[config.mk]
export PLATFORM = sky130hd
export DESIGN_NAME = multicycle_control
export DESIGN_NICKNAME = d
export VERILOG_FILES = /design/src/rtl/multicycle_control_pkg.sv /design/src/rtl/alu_decoder.sv /design/src/rtl/multicycle_control.sv
export SDC_FILE = /design/constraint.sdc
export NUM_CORES = 1
export LEC_CHECK = 0
export ABC_AREA = 0
export CAP_MARGIN = 20
export CORE_MARGIN = 4
export CORE_UTILIZATION = 36
export DETAILED_ROUTE_END_ITERATION = 8
export PLACE_DENSITY = 0.67
export SLEW_MARGIN = 0
export SYNTH_ARGS = -nofsm -noshare
export SYNTH_HDL_FRONTEND = slang
export SYNTH_SLANG_ARGS = --single-unit
export TNS_END_PERCENT = 20
[constraint.sdc]
create_clock -name clk -period 4.8 [get_ports clk]
set_input_delay 0.96 -clock clk [delete_from_list [all_inputs] [get_ports clk]]
set_output_delay 0.96 -clock clk [all_outputs]
set_load 0.01 [all_outputs]
[src/rtl/multicycle_control_pkg.sv]
//------------------------------------------------------------------------------
// multicycle_control_pkg
// Shared state encoding, ALU select codes and instruction field codes.
// Rev 1.0 - initial release
//------------------------------------------------------------------------------
`default_nettype none

package multicycle_control_pkg;

   typedef enum logic [2:0] {
      S_IDLE   = 3'd0,
      S_FETCH  = 3'd1,
      S_DECODE = 3'd2,
      S_EXEC   = 3'd3,
      S_WB     = 3'd4,
      S_FAULT  = 3'd5
   } state_t;

   localparam logic [3:0] ALU_AND = 4'b0000;
   localparam logic [3:0] ALU_OR  = 4'b0001;
   localparam logic [3:0] ALU_ADD = 4'b0010;
   localparam logic [3:0] ALU_SUB = 4'b0110;
   localparam logic [3:0] ALU_SLT = 4'b0111;
   localparam logic [3:0] ALU_NOR = 4'b1100;

   localparam logic [5:0] OP_RTYPE = 6'h00;
   localparam logic [5:0] FN_ADD   = 6'h20;
   localparam logic [5:0] FN_ADDU  = 6'h21;
   localparam logic [5:0] FN_SUB   = 6'h22;
   localparam logic [5:0] FN_SUBU  = 6'h23;
   localparam logic [5:0] FN_AND   = 6'h24;
   localparam logic [5:0] FN_OR    = 6'h25;
   localparam logic [5:0] FN_NOR   = 6'h27;
   localparam logic [5:0] FN_SLT   = 6'h2A;

endpackage

`default_nettype wire

[src/rtl/alu_decoder.sv]
//------------------------------------------------------------------------------
// alu_decoder
// Combinational Op/Func decode to ALU select plus a legality flag.
// Rev 1.0 - initial release
//------------------------------------------------------------------------------
`default_nettype none

module alu_decoder
   import multicycle_control_pkg::*;
(
   input  logic [5:0] Op,
   input  logic [5:0] Func,
   output logic [3:0] ALUCntl,
   output logic       legal
);

   always_comb begin
      ALUCntl = ALU_AND;
      legal   = 1'b0;
      if (Op == OP_RTYPE) begin
         case (Func)
            FN_ADD, FN_ADDU: begin ALUCntl = ALU_ADD; legal = 1'b1; end
            FN_SUB, FN_SUBU: begin ALUCntl = ALU_SUB; legal = 1'b1; end
            FN_AND:          begin ALUCntl = ALU_AND; legal = 1'b1; end
            FN_OR:           begin ALUCntl = ALU_OR;  legal = 1'b1; end
            FN_NOR:          begin ALUCntl = ALU_NOR; legal = 1'b1; end
            FN_SLT:          begin ALUCntl = ALU_SLT; legal = 1'b1; end
            default:         begin ALUCntl = ALU_AND; legal = 1'b0; end
         endcase
      end
   end

endmodule

`default_nettype wire

[src/rtl/multicycle_control.sv]
//------------------------------------------------------------------------------
// multicycle_control
// Four-cycle fetch/decode/exec/writeback controller with sticky fault.
// Rev 1.0 - initial release
//------------------------------------------------------------------------------
`default_nettype none

module multicycle_control
   import multicycle_control_pkg::*;
(
   input  logic        clk,
   input  logic        reset,
   input  logic        start,
   input  logic        run,
   input  logic [5:0]  Op,
   input  logic [5:0]  Func,
   output logic        PCWrite,
   output logic        IRWrite,
   output logic        RegWrite,
   output logic [3:0]  ALUCntl,
   output logic        busy,
   output logic        done,
   output logic        fault,
   output logic [15:0] inst_count
);

   state_t      r_state;
   state_t      w_next;
   logic [3:0]  w_dec_alu;
   logic        w_dec_legal;
   logic [3:0]  r_alucntl;
   logic [15:0] r_inst_count;

   alu_decoder u_alu_decoder (
      .Op      (Op),
      .Func    (Func),
      .ALUCntl (w_dec_alu),
      .legal   (w_dec_legal)
   );

   always_ff @(posedge clk) begin
      if (reset) r_state <= S_IDLE;
      else       r_state <= w_next;
   end

   // ALU select only changes on a legal decode; the counter only moves in WB
   always_ff @(posedge clk) begin
      if (reset) begin
         r_alucntl    <= ALU_AND;
         r_inst_count <= 16'd0;
      end else begin
         if (r_state == S_DECODE && w_dec_legal) r_alucntl <= w_dec_alu;
         if (r_state == S_WB) r_inst_count <= r_inst_count + 16'd1;
      end
   end

   always_comb begin
      w_next = r_state;
      case (r_state)
         S_IDLE:   if (start || run) w_next = S_FETCH;
         S_FETCH:  w_next = S_DECODE;
         S_DECODE: w_next = w_dec_legal ? S_EXEC : S_FAULT;
         S_EXEC:   w_next = S_WB;
         S_WB:     w_next = run ? S_FETCH : S_IDLE;
         S_FAULT:  w_next = S_FAULT;
         default:  w_next = S_IDLE;
      endcase
   end

   assign PCWrite    = (r_state == S_FETCH);
   assign IRWrite    = (r_state == S_FETCH);
   assign RegWrite   = (r_state == S_WB);
   assign done       = (r_state == S_WB);
   assign fault      = (r_state == S_FAULT);
   assign busy       = (r_state != S_IDLE) && (r_state != S_FAULT);
   assign ALUCntl    = r_alucntl;
   assign inst_count = r_inst_count;

endmodule

`default_nettype wire

Word level (Yosys, flattened, before mapping)

Index checks and enable logic that the tools add are counted.

$add $sub $neg: 1
Equal/unequal tests: 15
Multiplexer cells: 8
Reduce and logical (&&, ||, !) cells: 9

Operator list:

| operator                                      | number |
|---|---|
| == test 6 bit, second input constant          | 8 |
| one-hot mux 4 bit (5 select lines)            | 1 |
| one-hot mux 3 bit (6 select lines)            | 1 |
| adder 16 x 1 -> 16 bit, second input constant | 1 |
| OR reduction 8 bit                            | 1 |
| == test 3 x 2 -> 1 bit, second input constant | 2 |
| == test 3 bit, second input constant          | 2 |
| logical NOT 6 bit                             | 1 |
| two-way mux 3 bit                             | 2 |
| two-way mux 4 bit                             | 1 |
| OR reduction 2 bit                            | 2 |
| == test 3 x 1 -> 1 bit, second input constant | 1 |
| logical NOT 3 bit                             | 1 |
| two-way mux 1 bit                             | 3 |
| inequality test 3 bit, second input constant  | 1 |
| nonzero test 3 bit                            | 1 |
| logical AND 1 bit                             | 2 |
| inequality test 2 bit, second input constant  | 1 |
| logical OR 1 bit                              | 1 |

Bits in registers: 23
Input port bits: 16
Output and inout port bits: 26

Logic depth before layout (Yosys ltp)

Gate-level depths: netlist of the first run.

Depth after elaboration: 6
Gate-level depth with buffers: 7
Depth with buffers taken out: 5

Hierarchy

Synthesis of the first run repeated with hierarchy kept, for this count alone.

Cell total of the unflattened synthesis: 138
Area, all modules: 1237.4 um2

By module, submodules not included:

| module             | times used | cells an instance | area each (um2) | seq. area each (um2) |
|---|---|---|---|---|
| multicycle_control | 1          | 125               | 1079.8          | 460.4 |
| alu_decoder        | 1          | 13                | 157.7           | 0.0 |

Least setup slack after synthesis of the first run

OpenSTA, ideal clock, no wires.

Path kind: input-to-reg
Start point: input port Op[1]
End point: register r_alucntl[1], in the netlist ALUCntl[1]
Setup time: 0.116 ns
Data arrival time: 2.175 ns
Path slack: 2.509 ns
Stages on the path: 5
Cell sequence: nor4_1 > nand3_1 > or2_2 > clkbuf_1 > a31o_2

Word-level cells in the longest chain between the ends: 3
Elaborated cells between the ends (all ways): 4

RTL lines:

| item                 | RTL line                 | text |
|---|---|---|
| start, declared      | multicycle_control.sv:15 | `input logic [5:0] Op,` |
| logical NOT 6 bit *  | alu_decoder.sv:20        | `if (Op == OP_RTYPE) begin` |
| two-way mux 1 bit    | alu_decoder.sv:20        |  |
| logical AND 1 bit    | multicycle_control.sv:52 | `if (r_state == S_DECODE && w_dec_legal) r_alucntl <= w_dec_alu;` |
| end signal, assigned | multicycle_control.sv:52 |  |
| end, declared        | multicycle_control.sv:31 | `logic [3:0] r_alucntl;` |

Every way passes the cells marked *; elsewhere a longest branch is shown, timed or not.
A chain may end at the register's enable or synchronous reset.

Worst setup path after layout of the first run

Start point: register r_state[2]
End point: output port RegWrite

Word-level cells in the longest chain between the ends: 1

RTL lines:

| item                   | RTL line                 | text |
|---|---|---|
| start, declared        | multicycle_control.sv:27 | `state_t r_state;` |
| start signal, assigned | multicycle_control.sv:43 | `else r_state <= w_next;` |
| == test 3 bit          | multicycle_control.sv:72 | `assign RegWrite = (r_state == S_WB);` |
| end, declared          | multicycle_control.sv:19 | `output logic RegWrite,` |

Every way passes these cells.

==> flow_metrics.tcl, run 1 <==
set metrics [dict create \
    status "finished, final reports clean" \
    rr_startpoint "r_state[2]" \
    synth_enable_flop_cells 0 \
    hold_path_endpoint "ALUCntl[0]" \
    place_ws_ns 2.046 \
    portion_of_netlist_area_occupied_by_mux_cells_pct 3.401 \
    tritoncts_clock_tree "done" \
    timing.clock.skew_ns 0.006672 \
    via_total_after_detailed_routing 1116 \
    grt_pass1_vias 1100 \
    place.gp.congestion 0.8023 \
    hp-class "flop to flop" \
    area_growth_pct 38.58 \
    ports 42 \
    grtUsageTotal_pct 13.72 \
    postRouteWirelength_um 2820 \
    endpoint_kind "output pin" \
    synthDominantAreaCellType "sky130_fd_sc_hd__dfxtp_1" \
    finalCriticalPeriod_ns 2.980 \
    final_instance_area_um2 1632 \
    number_of_antenna_violations_at_the_first_check_in_global_routing 0 \
    cts.clk_slew.worst_paths_ns 0.12 \
    antenna_left 0 \
    number_of_storage_elements_in_the_synthesis_netlist 23 \
    most_common_flop_cell_mapped_by_yosys "sky130_fd_sc_hd__dfxtp_1" \
    layout.cells.most_common "sky130_fd_sc_hd__clkdlybuf4s50_1" \
    critical_path.slowest_cell "sky130_fd_sc_hd__clkdlybuf4s50_1" \
    layout_worst_path_cycle_share_pct 62.08 \
    finalHoldViolCount 0 \
    cts_inserted_buffers 3 \
    fill_cells 312 \
    register_area_share_after_synthesis_pct 39.11 \
    worst-endpoint-required_ns 3.84 \
    crit_type "flop to output pin" \
    async_set_reset_flop_share_out_of_synthesis_pct 0 \
    coreArea_um2 3103 \
    synth-compound-area-share_pct 10.10 \
    worst_slack_ns 1.820 \
    die_y_um 65.19 \
    path_max_fanout 13 \
    worst_slew_pin_slew_ns 0.7512 \
    synth_simple_gate_area_share_pct 32.94 \
    setup_tns_ns 0 \
    setup_viol_count_final 0 \
    drv_cap 0 \
    startpoint_of_the_tightest_hold_check_path "ALUCntl[0]" \
    ir_drop_mv 0.1306 \
    grt_pass1_wl_um 4809 \
    first_pass_iters 4 \
    fp.dieW_um 65.19 \
    drive_above_1_share_pct 5.556 \
    timing_max_transition_violations_final 0 \
    cts-hold-fix-buffers 0 \
    average_wire_per_cell_in_the_routed_design_um 12.59 \
    synthXorXnorAreaFrac_pct 8.183 \
    reg2reg_slack_ns 2.83 \
    post_synth_num_cell_types 36 \
    p_total_mw 0.3340 \
    maxClockFrequency_mhz 335.6 \
    synthDominantCellAreaShare_pct 39.11 \
    layout.cells.most_common_list "sky130_fd_sc_hd__clkdlybuf4s50_1, sky130_fd_sc_hd__dfxtp_1, sky130_fd_sc_hd__nor2_1" \
    syn-cell-area_um2 1177 \
    slew-limit-headroom_pct 49.76 \
    std_cell_rows 20 \
    synth_top_family_by_area "simple AND/OR/NAND/NOR gates" \
    n_antenna_cell 0 \
    critical_path_arrival_ns 2.02 \
    cts_setup_buffers 0 \
    syn_inst 142 \
    post_synth_main_area_contributors "sky130_fd_sc_hd__dfxtp_1, sky130_fd_sc_hd__nor2_1, sky130_fd_sc_hd__xor2_1" \
    worst_setup_path_startpoint "r_state[2]" \
    rr_worst_depth 5 \
    clkLatencyLatePin_ns 0.30 \
    placement.io_buffers 41 \
    timing.critical_path.from_type "flop" \
    cts_num_sinks 23 \
    floorplan.initialDensity_pct 37.94 \
    post-route-drc-count 0 \
    floorplan.die_area_um2 4250 \
    grt_setup_unrepaired "false" \
    cts.repair.resized 0 \
    hpwlAfterDp_um 2121 \
    cts_root_buffer "sky130_fd_sc_hd__clkbuf_4" \
    synthesis.area_per_instance_um2 8.291 \
    ctsLongestPathBuffers 2 \
    critical_path.cell_chain "or3b_4, inv_2, clkdlybuf4s50_1" \
    crit-reg2reg-capture "inst_count[14]" \
    pwr_density_cell_nw_per_um2 204.7 \
    instance_count_along_the_most_critical_hold_path 2 \
    grt-ovfl-total 0 \
    slowest_delay_ns 0.59 \
    synth_nets 159 \
    ys.warnings.count 0 \
    htreeDepth 1 \
    fin_nets 198 \
    detail_route.vias_per_cell 4.982 \
    detail_route.iter0.violations 50 \
    dpl_cell_area_um2 1604 \
    synth-adder-area-share_pct 1.063 \
    p_leak_nw 0.5876 \
    largest_net_degree_at_the_start_of_global_routing 21 \
]
[flip-flops by register name, indices dropped and copies added, names as in the netlist]
signal / flops
r_state: 3
ALUCntl: 4
inst_count: 16
[area by class of cell]
cell class / count / area, um^2 / area share (%)
clock inverters: 1 / 5.005 / 0.3067
clock buffers: 3 / 22.52 / 1.380
well taps: 44 / 55.05 / 3.374
inverters: 6 / 22.52 / 1.380
repair buffers: 41 / 410.4 / 25.15
flip-flops and latches: 23 / 460.4 / 28.22
multi-input cells: 106 / 655.6 / 40.18
[report_power, final]
group	total, mW	internal, mW	switching, mW	leakage [nW]
combinational	0.0508	0.0283	0.0225	0.384
clock	0.0856	0.0310	0.0546	0.0177
sequential	0.198	0.194	0.00408	0.186
total	0.334	0.253	0.0812	0.588
[how the worst max path moves through the flow]
stage | to | slack (ns) | cells past startpoint
2_1_floorplan | ALUCntl[1] | 2.51 | 5
4_1_cts | RegWrite | 1.81 | 3
3_5_place_dp | ALUCntl[2] | 2.05 | 5
5_1_grt | RegWrite | 1.71 | 3
6_report | RegWrite | 1.82 | 3
3_3_place_gp | ALUCntl[2] | 2.08 | 5
[critical path, delay by kind of cell (launching register included)]
kind	cells	cell delay, ns
flip-flops	1	0.48
buffers and inverters	2	0.80
AND/OR/NAND/NOR	1	0.44
[through the flow]
step	utilization [%]	hold WS, ns	cells
6_report	52.58	0.4752	224
5_1_grt	52.58	0.5074	224
4_1_cts	52.58	0.4828	224
3_5_place_dp	51.69	0.4639	220
3_3_place_gp	51.69	0.4704	220
2_1_floorplan	-	0.4823	142
[cell usage after synthesis, types with 2 or more instances]
| cell | instances |
|---|---|
| sky130_fd_sc_hd__nand4_1 | 7 |
| sky130_fd_sc_hd__nor4_1 | 4 |
| sky130_fd_sc_hd__buf_4 | 3 |
| sky130_fd_sc_hd__dfxtp_1 | 23 |
| sky130_fd_sc_hd__mux2i_1 | 4 |
| sky130_fd_sc_hd__nor2b_1 | 4 |
| sky130_fd_sc_hd__clkbuf_1 | 3 |
| sky130_fd_sc_hd__nand3_1 | 6 |
| sky130_fd_sc_hd__a31o_2 | 2 |
| sky130_fd_sc_hd__nor3b_1 | 2 |
| sky130_fd_sc_hd__nor2_1 | 18 |
| sky130_fd_sc_hd__nand2_1 | 10 |
| sky130_fd_sc_hd__and4_1 | 2 |
| sky130_fd_sc_hd__nor4bb_1 | 2 |
| sky130_fd_sc_hd__and2_1 | 4 |
| sky130_fd_sc_hd__or3_1 | 3 |
| sky130_fd_sc_hd__o21ai_0 | 6 |
| sky130_fd_sc_hd__a21oi_1 | 8 |
| sky130_fd_sc_hd__inv_1 | 5 |
| sky130_fd_sc_hd__xor2_1 | 7 |
| sky130_fd_sc_hd__xnor2_1 | 4 |
[cell families (layout without fill, tap and decap cells)]
logic type / Yosys count / after routing
and+or+nand+nor: 70 / 70
DFF: 23 / 23
AOI/OAI and AO/OA: 20 / 20
buffers and inverters: 13 / 51
xor gates and xnor gates: 11 / 11
muxes: 4 / 4
adders and majority gates: 1 / 1
[metal layers]
| layer | track usage [%] | up-vias | share of wire, % |
|---|---|---|---|
| met3 | 2.906 | 2 | 6.6 |
| met4 | 4.145 | 0 | 0.71 |
| met1 | 16.30 | 514 | 46 |
| met5 | 0 | - | 0 |
| li1 | - | 572 | - |
| met2 | 24.53 | 28 | 47 |
Power figures use the tool's default switching activity.
==> run 2, diff against run 1 <==
--- a/config.mk
+++ b/config.mk
@@ -10,7 +10,7 @@
 export CORE_MARGIN = 4
 export CORE_UTILIZATION = 36
 export DETAILED_ROUTE_END_ITERATION = 8
-export PLACE_DENSITY = 0.67
+export PLACE_DENSITY = 0.69
 export SLEW_MARGIN = 0
 export SYNTH_ARGS = -nofsm -noshare
 export SYNTH_HDL_FRONTEND = slang
==> constraint.sdc (replaced) <==
create_clock -name clk -period 2.5 [get_ports clk]
set_input_delay 0.5 -clock clk [delete_from_list [all_inputs] [get_ports clk]]
set_output_delay 0.5 -clock clk [all_outputs]
set_load 0.01 [all_outputs]
==> run 2 against run 1 <==
Power increased by 94%. First-iteration DRC count decreased by 12%. Via count increased by 2.1%. Global-route usage about the same. Setup slack got worse by 1.7 ns. Wire length increased by 2.2%. Flip-flop and latch count unchanged. Clock-buffer cell count unchanged. Sequential power increased by 91%. Sequential share of layout area decreased by 0.38 points. Clock power increased by 96%. Die area unchanged.
==> flow_metrics.tcl, run 2 (synthesis gave the netlist of run 1 again) <==
set metrics [dict create \
    cts.clk_slew.worst_paths_ns 0.12 \
    clock_power_share_pct 26.0 \
    setup_viol_count_final 0 \
    largest_net_degree_at_the_start_of_global_routing 20 \
    n_antenna_cell 0 \
    cts_root_buffer "sky130_fd_sc_hd__clkbuf_4" \
    average_wire_per_cell_in_the_routed_design_um 12.70 \
    highest-signal-layer "met4" \
    fin_nets 201 \
    combPwrFrac_pct 15.4 \
    swShare_pct 24.52 \
    worst-endpoint-required_ns 2.00 \
    cts_inserted_buffers 3 \
    ctsLongestPathBuffers 2 \
    floorplan.initialDensity_pct 37.94 \
    drive_above_1_share_pct 7.104 \
    grt_pass1_vias 1100 \
    postRouteWirelength_um 2882 \
    maxClockFrequency_mhz 426.6 \
    cts_setup_buffers 0 \
    first_pass_iters 4 \
    coreArea_um2 3103 \
    clkLatencyLatePin_ns 0.31 \
    via_total_after_detailed_routing 1139 \
    whs_ns 0.4698 \
    slew-limit-headroom_pct 73.73 \
    fp.dieW_um 65.19 \
    fill_cells 312 \
    detail_route.vias_per_cell 5.018 \
    grt_setup_unrepaired "false" \
    floorplan.die_area_um2 4250 \
    timing.critical_path.from_type "flop" \
    layout_worst_path_cycle_share_pct 93.77 \
    place.gp.congestion 0.7934 \
    largest_register_ff_count 16 \
    routed-wl-met3_um 199 \
    p_switching_mw 0.1585 \
    std_cell_rows 20 \
    crit_type "flop to output pin" \
    layout.cells.most_common_list "sky130_fd_sc_hd__clkdlybuf4s50_1, sky130_fd_sc_hd__dfxtp_1, sky130_fd_sc_hd__nor2_1" \
    layout.cells.most_common "sky130_fd_sc_hd__clkdlybuf4s50_1" \
    hp-class "flop to flop" \
    status "finished, final reports clean" \
    endpoint_kind "output pin" \
    cts_num_sinks 23 \
    detail_route.wirelength.met1_um 1292 \
    detail_route.iter0.violations 44 \
    antenna_left 0 \
    critical_path_arrival_ns 1.84 \
    die_y_um 65.19 \
    ports 42 \
    ir_drop_mv 0.2062 \
    setup_tns_ns 0 \
    seq_power_share_pct 58.6 \
    cts.repair.resized 0 \
    number_of_antenna_violations_at_the_first_check_in_global_routing 0 \
    finalCriticalPeriod_ns 2.344 \
    post-route-drc-count 0 \
    finalHoldViolCount 0 \
    area_growth_pct 40.49 \
    grt_pass1_wl_um 4733 \
    placement.io_buffers 41 \
    grt-ovfl-total 0 \
    path_max_fanout 9 \
    grtUsageTotal_pct 13.69 \
    tritoncts_clock_tree "done" \
    power.internal_mw 0.4880 \
    drv_cap 0 \
    htreeDepth 1 \
    worst_slew_pin_slew_ns 0.3904 \
    hpwlAfterDp_um 2221 \
    pwr_density_cell_nw_per_um2 390.9 \
    p_leak_nw 0.6032 \
    timing_max_transition_violations_final 0 \
    routed_length_on_met2_um 1364 \
    cts-hold-fix-buffers 0 \
    timing.clock.skew_ns 0.001847 \
]
[run 2: changes by cell type in the layout (fill, tap and decap cells not counted)]
cell	change
sky130_fd_sc_hd__buf_4	+3
[run 2: critical path, stage by stage, from the launching register on]
cell	delay (ns)
sky130_fd_sc_hd__dfxtp_1	0.47
sky130_fd_sc_hd__or3b_4	0.44
sky130_fd_sc_hd__inv_2	0.09
sky130_fd_sc_hd__clkdlybuf4s50_1	0.54
[run 2: per-layer routing]
metal  up-vias  global-route usage (%)
met5         -                       0
met4         0                   4.663
met3         4                   2.906
met2        36                   23.89
met1       517                   16.51
li1        582                       -
[run 2: power groups by stage]
stage | clock [mW] | sequential (mW) | combinational [mW]
CTS | 0.179 | 0.379 | 0.100
floorplan | 0 | 0.385 | 0.0494
finish | 0.168 | 0.379 | 0.0995
global placement | 0 | 0.387 | 0.0985
detailed placement | 0 | 0.387 | 0.0997
global route | 0.195 | 0.380 | 0.108
[run 2: worst paths after layout]
kind	to	cells after the start	slack (ns)	startpoint
worst min register to register	ALUCntl[3]	2	0.47	ALUCntl[3]
worst max register to register	inst_count[14]	6	0.53	r_state[2]
worst max-delay path	done	3	0.16	r_state[2]
worst min-delay path	ALUCntl[3]	2	0.47	ALUCntl[3]
[run 2: layout make-up]
cell class,count,area [um^2],share of cell area [%]
Inverter,6,22.52,1.362
Tap cell,44,55.05,3.328
Clock buffer,3,22.52,1.362
Sequential cell,23,460.4,27.84
Multi-Input combinational cell,106,655.6,39.64
Clock inverter,1,5.005,0.3026
Timing Repair Buffer,44,432.9,26.17
[run 2: stage by stage]
stage | cells | util, % | power [mW] | setup slack [ns] | area, um^2
2_1_floorplan | 142 | - | 0.4342 | 0.6687 | 1177
3_3_place_gp | 223 | 52.42 | 0.4856 | 0.3332 | 1627
3_5_place_dp | 223 | 52.42 | 0.4870 | 0.2602 | 1627
4_1_cts | 227 | 53.31 | 0.6588 | 0.1375 | 1654
5_1_grt | 227 | 53.31 | 0.6833 | 0.06856 | 1654
6_report | 227 | 53.31 | 0.6466 | 0.1557 | 1654
==> run 3, diff against run 2 <==
--- a/config.mk
+++ b/config.mk
@@ -11,7 +11,8 @@
 export CORE_UTILIZATION = 36
 export DETAILED_ROUTE_END_ITERATION = 8
 export PLACE_DENSITY = 0.69
-export SLEW_MARGIN = 0
+export REMOVE_ABC_BUFFERS = 1
+export SKIP_LAST_GASP = 1
 export SYNTH_ARGS = -nofsm -noshare
 export SYNTH_HDL_FRONTEND = slang
 export SYNTH_SLANG_ARGS = --single-unit
==> run 3 against run 2 <==
Sequential power about the same. Cell count down 0.44%. Largest cell class unchanged. Flip-flop and latch count unchanged. Combinational power down 1%. Critical endpoint unchanged. Sequential share of layout area up 0.16 points. Core utilization down 0.16 points.
==> flow_metrics.tcl, run 3 (synthesis gave the netlist of run 1 again) <==
set metrics [dict create \
    floorplan.initialDensity_pct 37.94 \
    slew-limit-headroom_pct 74.70 \
    drive_above_1_share_pct 7.143 \
    finalHoldViolCount 0 \
    layout_worst_path_cycle_share_pct 95.66 \
    cts.clk_slew.worst_paths_ns 0.13 \
    final_instance_area_um2 1649 \
    timing_max_transition_violations_final 0 \
    drv_cap 0 \
    cts_num_sinks 23 \
    placement.io_buffers 41 \
    rr_startpoint "r_state[2]" \
    startpoint_of_the_tightest_hold_check_path "ALUCntl[3]" \
    die_y_um 65.19 \
    area_growth_pct 40.06 \
    finalCriticalPeriod_ns 2.392 \
    hpwlAfterDp_um 2183 \
    post-route-drc-count 0 \
    cts_setup_buffers 0 \
    ports 42 \
    clkLatencyLatePin_ns 0.32 \
    setup_viol_count_final 0 \
    hp-class "flop to flop" \
    postRouteWirelength_um 2724 \
    area_occupied_by_multi_input_gates_um2 655.6 \
    largest_register_ff_count 16 \
    reg2reg_slack_ns 0.72 \
    fill_cells 333 \
    routed_length_on_met2_um 1418 \
    timing.clock.skew_ns 0.01789 \
    worst_slew_pin_slew_ns 0.3744 \
    fp.dieW_um 65.19 \
    htreeDepth 1 \
    cts_inserted_buffers 3 \
    place.gp.congestion 0.8573 \
    crit_buf_inv 2 \
    status "finished, final reports clean" \
    fin_nets 200 \
    numPlacedInstances 222 \
    ctsLongestPathBuffers 2 \
    p_leak_nw 0.5975 \
    pwr_density_cell_nw_per_um2 393.1 \
    detail_route.wirelength.met1_um 1145 \
    critical-path-top-delay-family "buffers and inverters" \
    rr_worst_depth 5 \
    instance_count_along_the_most_critical_hold_path 2 \
    number_of_antenna_violations_at_the_first_check_in_global_routing 0 \
    grt_pass1_vias 1102 \
    grt-ovfl-total 0 \
    detail_route.iter0.violations 60 \
    ir_drop_mv 0.3733 \
    register_area_um2 461.7 \
    via_total_after_detailed_routing 1128 \
    dpl_cell_area_um2 1619 \
    timing.critical_path.from_type "flop" \
    critical_path.cell_chain "or3b_4, clkinv_2, clkdlybuf4s50_1" \
    grt_pass1_wl_um 4443 \
    coreArea_um2 3103 \
    setup_tns_ns 0 \
    tritoncts_clock_tree "done" \
    layout.cells.most_common_list "sky130_fd_sc_hd__clkdlybuf4s50_1, sky130_fd_sc_hd__dfxtp_1, sky130_fd_sc_hd__nor2_1" \
    highest-signal-layer "met4" \
    average_wire_per_cell_in_the_routed_design_um 12.05 \
    critical_path.slowest_cell "sky130_fd_sc_hd__clkdlybuf4s50_1" \
    path_max_fanout 13 \
    final_util_pct 53.15 \
    cts_root_buffer "sky130_fd_sc_hd__clkbuf_4" \
    largest_net_degree_at_the_start_of_global_routing 18 \
    worst-endpoint-required_ns 2.00 \
    hold_path_endpoint "ALUCntl[3]" \
    floorplan.die_area_um2 4250 \
    grtUsageTotal_pct 13.13 \
    final_cells 226 \
    grt_setup_unrepaired "false" \
    crit-reg2reg-capture "inst_count[14]" \
    routed-wl-met3_um 106 \
    first_pass_iters 4 \
    layout.cells.most_common "sky130_fd_sc_hd__clkdlybuf4s50_1" \
    detail_route.vias_per_cell 4.991 \
    std_cell_rows 20 \
    maxClockFrequency_mhz 418.1 \
    slowest_delay_ns 0.58 \
    critical_path_arrival_ns 1.89 \
    endpoint_kind "output pin" \
    n_antenna_cell 0 \
    antenna_left 0 \
    crit_type "flop to output pin" \
]
==> run 3: worst reg2reg max path, cell delays in order, from the launching register on <==
cell and delay (ns):
sky130_fd_sc_hd__dfxtp_2 0.42, sky130_fd_sc_hd__or3b_4 0.41, sky130_fd_sc_hd__clkinv_2 0.17, sky130_fd_sc_hd__nand2_1 0.09, sky130_fd_sc_hd__or4_1 0.50, sky130_fd_sc_hd__a21oi_1 0.15
==> run 3: metal layers <==
layer | track usage [%] | up-vias
met5 | 0 | -
li1 | - | 577
met1 | 14.15 | 523
met2 | 24.02 | 24
met4 | 5.699 | 0
met3 | 3.248 | 4
==> run 3: per-stage QoR <==
stage / power (mW) / hold slack, ns / setup WS, ns
2_1_floorplan: 0.4248 / 0.4823 / 0.6951
3_3_place_gp: 0.4844 / 0.4659 / 0.3171
3_5_place_dp: 0.4857 / 0.4746 / 0.2668
4_1_cts: 0.6588 / 0.4919 / 0.05016
5_1_grt: 0.6817 / 0.5296 / 0.006120
6_report: 0.6483 / 0.4817 / 0.1085
==> run 3: layout make-up <==
type | instances | share of cell area, %
timing repair buffer | 43 | 25.80
clock inverter | 1 | 0.3035
inverter | 6 | 1.442
tap | 44 | 3.338
clock buffer | 3 | 1.366
multi-input combinational | 106 | 39.76
sequential | 23 | 28.00
==> run 3: how the worst max path moves through the flow <==
stage / slack, ns / cells past startpoint / to / startpoint
after floorplan: 0.70 / 5 / inst_count[14] / r_state[2]
after global placement: 0.32 / 5 / ALUCntl[2] / Op[1]
after detailed placement: 0.27 / 5 / ALUCntl[2] / Op[1]
after CTS: 0.05 / 3 / done / r_state[2]
after global routing: 0.006 / 3 / done / r_state[2]
final: 0.11 / 3 / done / r_state[2]
==> run 3: where the power goes <==
part | internal (mW) | total (mW) | switching [mW]
clock | 0.0598 | 0.171 | 0.111
sequential | 0.372 | 0.379 | 0.00767
combinational | 0.0560 | 0.0981 | 0.0421
total | 0.488 | 0.648 | 0.161
==> run 3: what timing repair did <==
action / CTS / global route
gates resized for setup: 1 / 1
hold buffers: 0 / 0
pin swaps: 0 / 0
setup endpoints to repair: 2 / 2
endpoints found under the hold margin: 0 / 0
